### config.mk
export PLATFORM = sky130hd
export DESIGN_NAME = vend_credit_ctrl_flat
export DESIGN_NICKNAME = d
export VERILOG_FILES = /design/src/rtl/vend_credit_if.sv /design/src/rtl/vend_credit_ctrl.sv /design/src/flat_wrapper.sv
export SDC_FILE = /design/constraint.sdc
export NUM_CORES = 1
export LEC_CHECK = 0
export CORE_MARGIN = 4
export CORE_UTILIZATION = 25
export CTS_BUF_LIST = sky130_fd_sc_hd__clkbuf_8
export DETAILED_ROUTE_END_ITERATION = 12
export RECOVER_POWER = 25
export SYNTH_ARGS = -nofsm -noshare
export SYNTH_HDL_FRONTEND = slang
export SYNTH_SLANG_ARGS = --single-unit
export TNS_END_PERCENT = 10
### constraint.sdc
create_clock -name clk -period 4.4 [get_ports clk]
set_input_delay 0.66 -clock clk [delete_from_list [all_inputs] [get_ports clk]]
set_output_delay 0.66 -clock clk [all_outputs]
set_load 0.05 [all_outputs]
### src/rtl/vend_credit_if.sv
// Bundles the coin/purchase inputs and the vend, change and display outputs
// of the vending credit controller.
interface vend_credit_if;
    logic        coin_5;
    logic        coin_10;
    logic        coin_25;
    logic        coin_100;
    logic [1:0]  sel;
    logic        buy;
    logic        cancel;
    logic        vend;
    logic [1:0]  vend_item;
    logic [13:0] change;
    logic        change_vld;
    logic        coin_reject;
    logic [13:0] cnt1;
    logic [6:0]  cnt2;
    logic        valid;
    logic        dp_en;
    logic [1:0]  dp_sel;
    logic [1:0]  mod_sel;
    logic        sign;

    modport slave (
        input  coin_5, coin_10, coin_25, coin_100, sel, buy, cancel,
        output vend, vend_item, change, change_vld, coin_reject,
               cnt1, cnt2, valid, dp_en, dp_sel, mod_sel, sign
    );

    modport master (
        output coin_5, coin_10, coin_25, coin_100, sel, buy, cancel,
        input  vend, vend_item, change, change_vld, coin_reject,
               cnt1, cnt2, valid, dp_en, dp_sel, mod_sel, sign
    );
endinterface

### src/rtl/vend_credit_ctrl.sv
// Vending transaction controller: accumulates coin credit, sells items at fixed
// prices, returns change and feeds the seven-segment driver a D.CC value.
module vend_credit_ctrl #(
    parameter int PRICE_0     = 125,
    parameter int PRICE_1     = 150,
    parameter int PRICE_2     = 75,
    parameter int MAX_CREDIT  = 995,
    parameter int HOLD_CYCLES = 1000
) (
    input  logic         clk,
    input  logic         rst_n,
    vend_credit_if.slave vc_if
);
    localparam int HW = (HOLD_CYCLES > 1) ? $clog2(HOLD_CYCLES) : 1;

    typedef enum logic [2:0] {
        S_IDLE, S_CREDIT, S_SHOW_PRICE, S_VEND_HOLD, S_CHANGE_HOLD
    } state_e;

    state_e      state_q, state_d;
    logic [13:0] credit_q, credit_d;
    logic [13:0] change_q, change_d;
    logic [13:0] cnt1_q, cnt1_d;
    logic [HW-1:0] hold_q, hold_d;
    logic        vend_q, vend_d;
    logic [1:0]  vend_item_q, vend_item_d;
    logic        change_vld_q, change_vld_d;
    logic        coin_reject_q, coin_reject_d;
    logic        valid_q, valid_d;

    // Sums kept at 15 bits so the ceiling comparison can never wrap.
    logic [14:0] coin_val, credit_sum, price_sel;
    logic        coin_any, coin_ok, hold_done, buy_ok;

    always_comb begin
        coin_val = (vc_if.coin_5   ? 15'd5   : 15'd0) +
                   (vc_if.coin_10  ? 15'd10  : 15'd0) +
                   (vc_if.coin_25  ? 15'd25  : 15'd0) +
                   (vc_if.coin_100 ? 15'd100 : 15'd0);
        credit_sum = {1'b0, credit_q} + coin_val;
        coin_any   = vc_if.coin_5 | vc_if.coin_10 | vc_if.coin_25 | vc_if.coin_100;
        coin_ok    = credit_sum <= 15'(MAX_CREDIT);
        hold_done  = hold_q == HW'(HOLD_CYCLES - 1);
        buy_ok     = vc_if.buy && (vc_if.sel != 2'd3);
        case (vc_if.sel)
            2'd0:    price_sel = 15'(PRICE_0);
            2'd1:    price_sel = 15'(PRICE_1);
            2'd2:    price_sel = 15'(PRICE_2);
            default: price_sel = 15'd0;
        endcase
    end

    always_comb begin
        state_d       = state_q;
        credit_d      = credit_q;
        change_d      = change_q;
        cnt1_d        = cnt1_q;
        hold_d        = '0;
        vend_d        = 1'b0;
        vend_item_d   = vend_item_q;
        change_vld_d  = 1'b0;
        coin_reject_d = 1'b0;
        valid_d       = valid_q;

        case (state_q)
            S_IDLE: begin
                if (coin_any) begin
                    if (coin_ok) begin
                        credit_d = credit_sum[13:0];
                        cnt1_d   = credit_sum[13:0];
                        state_d  = S_CREDIT;
                    end else begin
                        coin_reject_d = 1'b1;
                    end
                end
            end
            S_CREDIT: begin
                if (vc_if.cancel) begin
                    coin_reject_d = coin_any;
                    change_d      = credit_q;
                    change_vld_d  = 1'b1;
                    cnt1_d        = credit_q;
                    credit_d      = '0;
                    state_d       = S_CHANGE_HOLD;
                end else if (buy_ok) begin
                    coin_reject_d = coin_any;
                    if ({1'b0, credit_q} < price_sel) begin
                        cnt1_d  = price_sel[13:0];
                        state_d = S_SHOW_PRICE;
                    end else begin
                        vend_d      = 1'b1;
                        vend_item_d = vc_if.sel;
                        credit_d    = credit_q - price_sel[13:0];
                        cnt1_d      = credit_q - price_sel[13:0];
                        valid_d     = 1'b0;
                        state_d     = S_VEND_HOLD;
                    end
                end else if (coin_any) begin
                    if (coin_ok) begin
                        credit_d = credit_sum[13:0];
                        cnt1_d   = credit_sum[13:0];
                    end else begin
                        coin_reject_d = 1'b1;
                    end
                end
            end
            S_SHOW_PRICE: begin
                coin_reject_d = coin_any;
                if (hold_done) begin
                    cnt1_d  = credit_q;
                    state_d = S_CREDIT;
                end else begin
                    hold_d = hold_q + 1'b1;
                end
            end
            S_VEND_HOLD: begin
                coin_reject_d = coin_any;
                if (hold_done) begin
                    valid_d = 1'b1;
                    if (credit_q != '0) begin
                        change_d     = credit_q;
                        change_vld_d = 1'b1;
                        cnt1_d       = credit_q;
                        credit_d     = '0;
                        state_d      = S_CHANGE_HOLD;
                    end else begin
                        cnt1_d  = '0;
                        state_d = S_IDLE;
                    end
                end else begin
                    hold_d = hold_q + 1'b1;
                end
            end
            S_CHANGE_HOLD: begin
                coin_reject_d = coin_any;
                if (hold_done) begin
                    cnt1_d  = '0;
                    state_d = S_IDLE;
                end else begin
                    hold_d = hold_q + 1'b1;
                end
            end
            default: begin
                state_d = S_IDLE;
            end
        endcase
    end

    always_ff @(posedge clk or negedge rst_n) begin
        if (!rst_n) begin
            state_q       <= S_IDLE;
            credit_q      <= '0;
            change_q      <= '0;
            cnt1_q        <= '0;
            hold_q        <= '0;
            vend_q        <= 1'b0;
            vend_item_q   <= 2'd0;
            change_vld_q  <= 1'b0;
            coin_reject_q <= 1'b0;
            valid_q       <= 1'b1;
        end else begin
            state_q       <= state_d;
            credit_q      <= credit_d;
            change_q      <= change_d;
            cnt1_q        <= cnt1_d;
            hold_q        <= hold_d;
            vend_q        <= vend_d;
            vend_item_q   <= vend_item_d;
            change_vld_q  <= change_vld_d;
            coin_reject_q <= coin_reject_d;
            valid_q       <= valid_d;
        end
    end

    // Decimal point after the dollars digit, cents mode, never negative.
    assign vc_if.vend        = vend_q;
    assign vc_if.vend_item   = vend_item_q;
    assign vc_if.change      = change_q;
    assign vc_if.change_vld  = change_vld_q;
    assign vc_if.coin_reject = coin_reject_q;
    assign vc_if.cnt1        = cnt1_q;
    assign vc_if.cnt2        = 7'd0;
    assign vc_if.valid       = valid_q;
    assign vc_if.dp_en       = 1'b1;
    assign vc_if.dp_sel      = 2'd1;
    assign vc_if.mod_sel     = 2'd2;
    assign vc_if.sign        = 1'b0;
endmodule

### src/flat_wrapper.sv
// flat-port wrapper written by rule: the top's interface ports become plain ports
module vend_credit_ctrl_flat 
#(
    parameter int PRICE_0     = 125,
    parameter int PRICE_1     = 150,
    parameter int PRICE_2     = 75,
    parameter int MAX_CREDIT  = 995,
    parameter int HOLD_CYCLES = 1000
)
  (clk, rst_n, vc_if_coin_5, vc_if_coin_10, vc_if_coin_25, vc_if_coin_100, vc_if_sel, vc_if_buy, vc_if_cancel, vc_if_vend, vc_if_vend_item, vc_if_change, vc_if_change_vld, vc_if_coin_reject, vc_if_cnt1, vc_if_cnt2, vc_if_valid, vc_if_dp_en, vc_if_dp_sel, vc_if_mod_sel, vc_if_sign);
  vend_credit_if vc_if_i ();
  input  logic clk;
  input  logic rst_n;
  input wire logic [$bits(vc_if_i.coin_5)-1:0] vc_if_coin_5;
  input wire logic [$bits(vc_if_i.coin_10)-1:0] vc_if_coin_10;
  input wire logic [$bits(vc_if_i.coin_25)-1:0] vc_if_coin_25;
  input wire logic [$bits(vc_if_i.coin_100)-1:0] vc_if_coin_100;
  input wire logic [$bits(vc_if_i.sel)-1:0] vc_if_sel;
  input wire logic [$bits(vc_if_i.buy)-1:0] vc_if_buy;
  input wire logic [$bits(vc_if_i.cancel)-1:0] vc_if_cancel;
  output wire logic [$bits(vc_if_i.vend)-1:0] vc_if_vend;
  output wire logic [$bits(vc_if_i.vend_item)-1:0] vc_if_vend_item;
  output wire logic [$bits(vc_if_i.change)-1:0] vc_if_change;
  output wire logic [$bits(vc_if_i.change_vld)-1:0] vc_if_change_vld;
  output wire logic [$bits(vc_if_i.coin_reject)-1:0] vc_if_coin_reject;
  output wire logic [$bits(vc_if_i.cnt1)-1:0] vc_if_cnt1;
  output wire logic [$bits(vc_if_i.cnt2)-1:0] vc_if_cnt2;
  output wire logic [$bits(vc_if_i.valid)-1:0] vc_if_valid;
  output wire logic [$bits(vc_if_i.dp_en)-1:0] vc_if_dp_en;
  output wire logic [$bits(vc_if_i.dp_sel)-1:0] vc_if_dp_sel;
  output wire logic [$bits(vc_if_i.mod_sel)-1:0] vc_if_mod_sel;
  output wire logic [$bits(vc_if_i.sign)-1:0] vc_if_sign;
  assign vc_if_i.coin_5 = vc_if_coin_5;
  assign vc_if_i.coin_10 = vc_if_coin_10;
  assign vc_if_i.coin_25 = vc_if_coin_25;
  assign vc_if_i.coin_100 = vc_if_coin_100;
  assign vc_if_i.sel = vc_if_sel;
  assign vc_if_i.buy = vc_if_buy;
  assign vc_if_i.cancel = vc_if_cancel;
  assign vc_if_vend = vc_if_i.vend;
  assign vc_if_vend_item = vc_if_i.vend_item;
  assign vc_if_change = vc_if_i.change;
  assign vc_if_change_vld = vc_if_i.change_vld;
  assign vc_if_coin_reject = vc_if_i.coin_reject;
  assign vc_if_cnt1 = vc_if_i.cnt1;
  assign vc_if_cnt2 = vc_if_i.cnt2;
  assign vc_if_valid = vc_if_i.valid;
  assign vc_if_dp_en = vc_if_i.dp_en;
  assign vc_if_dp_sel = vc_if_i.dp_sel;
  assign vc_if_mod_sel = vc_if_i.mod_sel;
  assign vc_if_sign = vc_if_i.sign;
  vend_credit_ctrl #(.PRICE_0(PRICE_0), .PRICE_1(PRICE_1), .PRICE_2(PRICE_2), .MAX_CREDIT(MAX_CREDIT), .HOLD_CYCLES(HOLD_CYCLES)) u_core (.clk(clk), .rst_n(rst_n), .vc_if(vc_if_i));
endmodule
==> flow_metrics.py <==
metrics = {
    "synthesis": {
        "yosysSeqAreaShare": 0.324,
        "synth_edf_count": 0,
        "synth_cell_type_count": 70,
        "yosys_register_bits": 61,
        "synthCells": 546,
        "ys_async_sr_fraction": 1.00,
        "yosys_warnings": 0,
        "syn-cell-area_sq_um": 4710,
        "synthFlopType": "dfrtp_1",
        "synth.avg_cell_area_sq_um": 8.63,
    },
    "sta": {
        "final.setup.tns_ps": 0,
        "fmax_ghz": 0.254,
        "max_slew_margin": -0.150,
        "finClkSkew_ps": 9.37,
        "finalHoldViolCount": 0,
        "setup_viol": 0,
        "rsz0062_at_grt": "false",
        "fin_crit_sh": 0.894,
        "period_minus_slack_ps": 3940,
        "tightestPinTransition_ps": 1730,
        "finalMaxSlewViolations": 64,
    },
    "floorplan": {
        "fp.dieArea_sq_um": 21100,
        "die-width_um": 145,
        "num_rows": 49,
        "core_sq_um": 18300,
        "ios": 57,
        "dieHeight_um": 145,
        "start_util": 0.258,
    },
    "cells_and_area": {
        "fin_util": 0.306,
        "layout_common_cells": "dfrtp_1 (60), nor2_1 (55), a21oi_1 (44)",
        "layout_commonest_cell": "dfrtp_1",
        "fin_nets": 632,
        "layout-area-overhead-vs-synth_pct": 18.6,
        "drive_gt1_frac": 0.109,
        "num_antenna_cells": 0,
    },
    "detailed_routing": {
        "ant_nets": 0,
        "wire_per_inst_um": 17.6,
        "wl_um": 14500,
        "dr_total_vias": 4360,
        "drc": 0,
        "firstDrtPassIters": 7,
        "drtIter0Drc": 404,
        "vias_per_cell": 5.28,
    },
    "worst_hold_path": {
        "hold_class": "flop to flop",
    },
    "critical_path": {
        "worstPathRequired_ps": 4650,
        "worst_path_max_delay_cell": "fa_1",
        "cp_cell_sequence": "clkdlybuf4s50_1 -> inv_1 -> fa_1 -> fa_1 -> nand2b_1 -> a211oi_2 -> o2111a_1 -> o211ai_1 -> o211ai_2 -> or2_2 -> nor2_2 -> a222oi_1",
        "crit_path_start_kind": "input port",
        "crit_path_end_kind": "flop",
        "reg2reg_slack_ps": 720,
        "slowest_delay_ps": 520,
        "critPathMaxFanout": 11,
        "worstSetupPathType": "input port to flop",
        "arrival_ps": 4190,
        "crit_top_cell": "fa_1",
    },
    "clocking": {
        "cts.sinks": 61,
        "clk_path_buf_depth": 2,
        "cts_setup_buffers": 0,
        "postCtsResizedCells": 0,
        "insertion_delay_ps": 370,
        "htree_levels": 3,
        "ctsHoldBuffers": 0,
        "cts_buffers": 9,
        "path_clk_slew_ps": 70,
        "cts_root_buf": "clkbuf_8",
        "cts_tree": "built",
    },
    "placement": {
        "hpwl_um": 10800,
        "port_buffers": 43,
        "gp_congestion": 0.931,
    },
    "run_status": {
        "violations": "capacitance limit, slew limit",
        "status": "finished, violations left",
    },
    "global_route": {
        "grt_max_degree": 33,
        "antenna_found_initial": 0,
        "track_usage": 0.139,
        "first_global_vias": 4223,
        "grt_pass1_wl_um": 23500,
        "gr-total-overflow": 0,
    },
    "flow_run": {
        "drv_cap": 2,
    },
}
-- worst paths after layout --
path                                    startpoint                    to  depth (start not counted)
worst min-delay path              u_core.hold_q[0]      u_core.hold_q[0]                          1
worst min register to register    u_core.hold_q[0]      u_core.hold_q[0]                          1
max in group asynchronous                    rst_n  u_core.vc_if.cnt1[9]                          2
worst max register to register  u_core.credit_q[2]  u_core.vc_if.cnt1[3]                         11
worst max-delay path                vc_if_coin_100  u_core.vc_if.cnt1[3]                         12
min in group asynchronous                    rst_n      u_core.hold_q[2]                          1
-- logic make-up (layout without fill, tap and decap cells) --
kind of cell               after synthesis  count (layout)  share of synthesized area
AOI/OAI and AO/OA                      182             182                      0.267
xor gates and xnor gates                23              23                     0.0443
adders and majority gates               30              30                     0.0876
buffers and inverters                   67             107                     0.0685
DFF                                     61              61                      0.324
muxes                                   18              18                     0.0425
other                                    2              13                    0.00159
and+or+nand+nor                        163             163                      0.164
-- worst max-delay path: cells and delay by family --
family | cells | cell delay, ps
compound gates | 5 | 1370
fa+ha+maj | 2 | 980
buf+inv | 2 | 530
simple gates | 3 | 650
-- synth_stat cells (14+ instances only) --
master    number  share of area
nand2_1       38          0.030
mux2_2        16          0.038
buf_4         14          0.022
nor3_1        14          0.015
nand3_1       14          0.015
nor2_1        55          0.044
clkbuf_1      16          0.013
ha_1          25          0.066
inv_1         26          0.021
a21oi_1       44          0.047
o21ai_0       34          0.036
dfrtp_1       60           0.32
-- layout make-up --
type	instances	area (sq um)
Sequential cell	61	1530
Clock buffer	10	138
Timing Repair Buffer	64	578
Clock inverter	6	55.1
Inverter	27	101
Fill cell	1954	12700
Multi-Input combinational cell	429	2900
Tap cell	229	287
-- sequential cells by signal, indices dropped and copies added (netlist names) --
signal,flops
u_core.credit_q,14
u_core.hold_q,10
u_core.state_q,3
u_core.vc_if.change,14
u_core.vc_if.change_vld,1
u_core.vc_if.cnt1,14
u_core.vc_if.coin_reject,1
u_core.vc_if.valid,1
u_core.vc_if.vend,1
u_core.vc_if.vend_item,2
-- per-layer routing --
| metal | part of all wire | up-vias | wire, um | global-route usage |
|---|---|---|---|---|
| met4 | 0.039 | 0 | 565 | 0.0660 |
| met1 | 0.45 | 2046 | 6570 | 0.191 |
| met3 | 0.085 | 41 | 1240 | 0.0415 |
| met2 | 0.42 | 195 | 6140 | 0.200 |
| met5 | 0 | - | 0 | 0 |
| li1 | - | 2078 | - | - |
-- metrics by stage --
step | std cells | setup slack, ps | instance area (sq um) | hold WS (ps)
floorplan | 557 | 898 | 4750 | 364
global placement | 810 | 157 | 5400 | 472
detailed placement | 810 | 91.2 | 5400 | 475
CTS | 826 | 467 | 5590 | 339
global route | 826 | 158 | 5590 | 513
finish | 826 | 465 | 5590 | 483
Power is not shown: default switching activity piles up to over one toggle a cycle in this logic, so the estimate is an artifact.
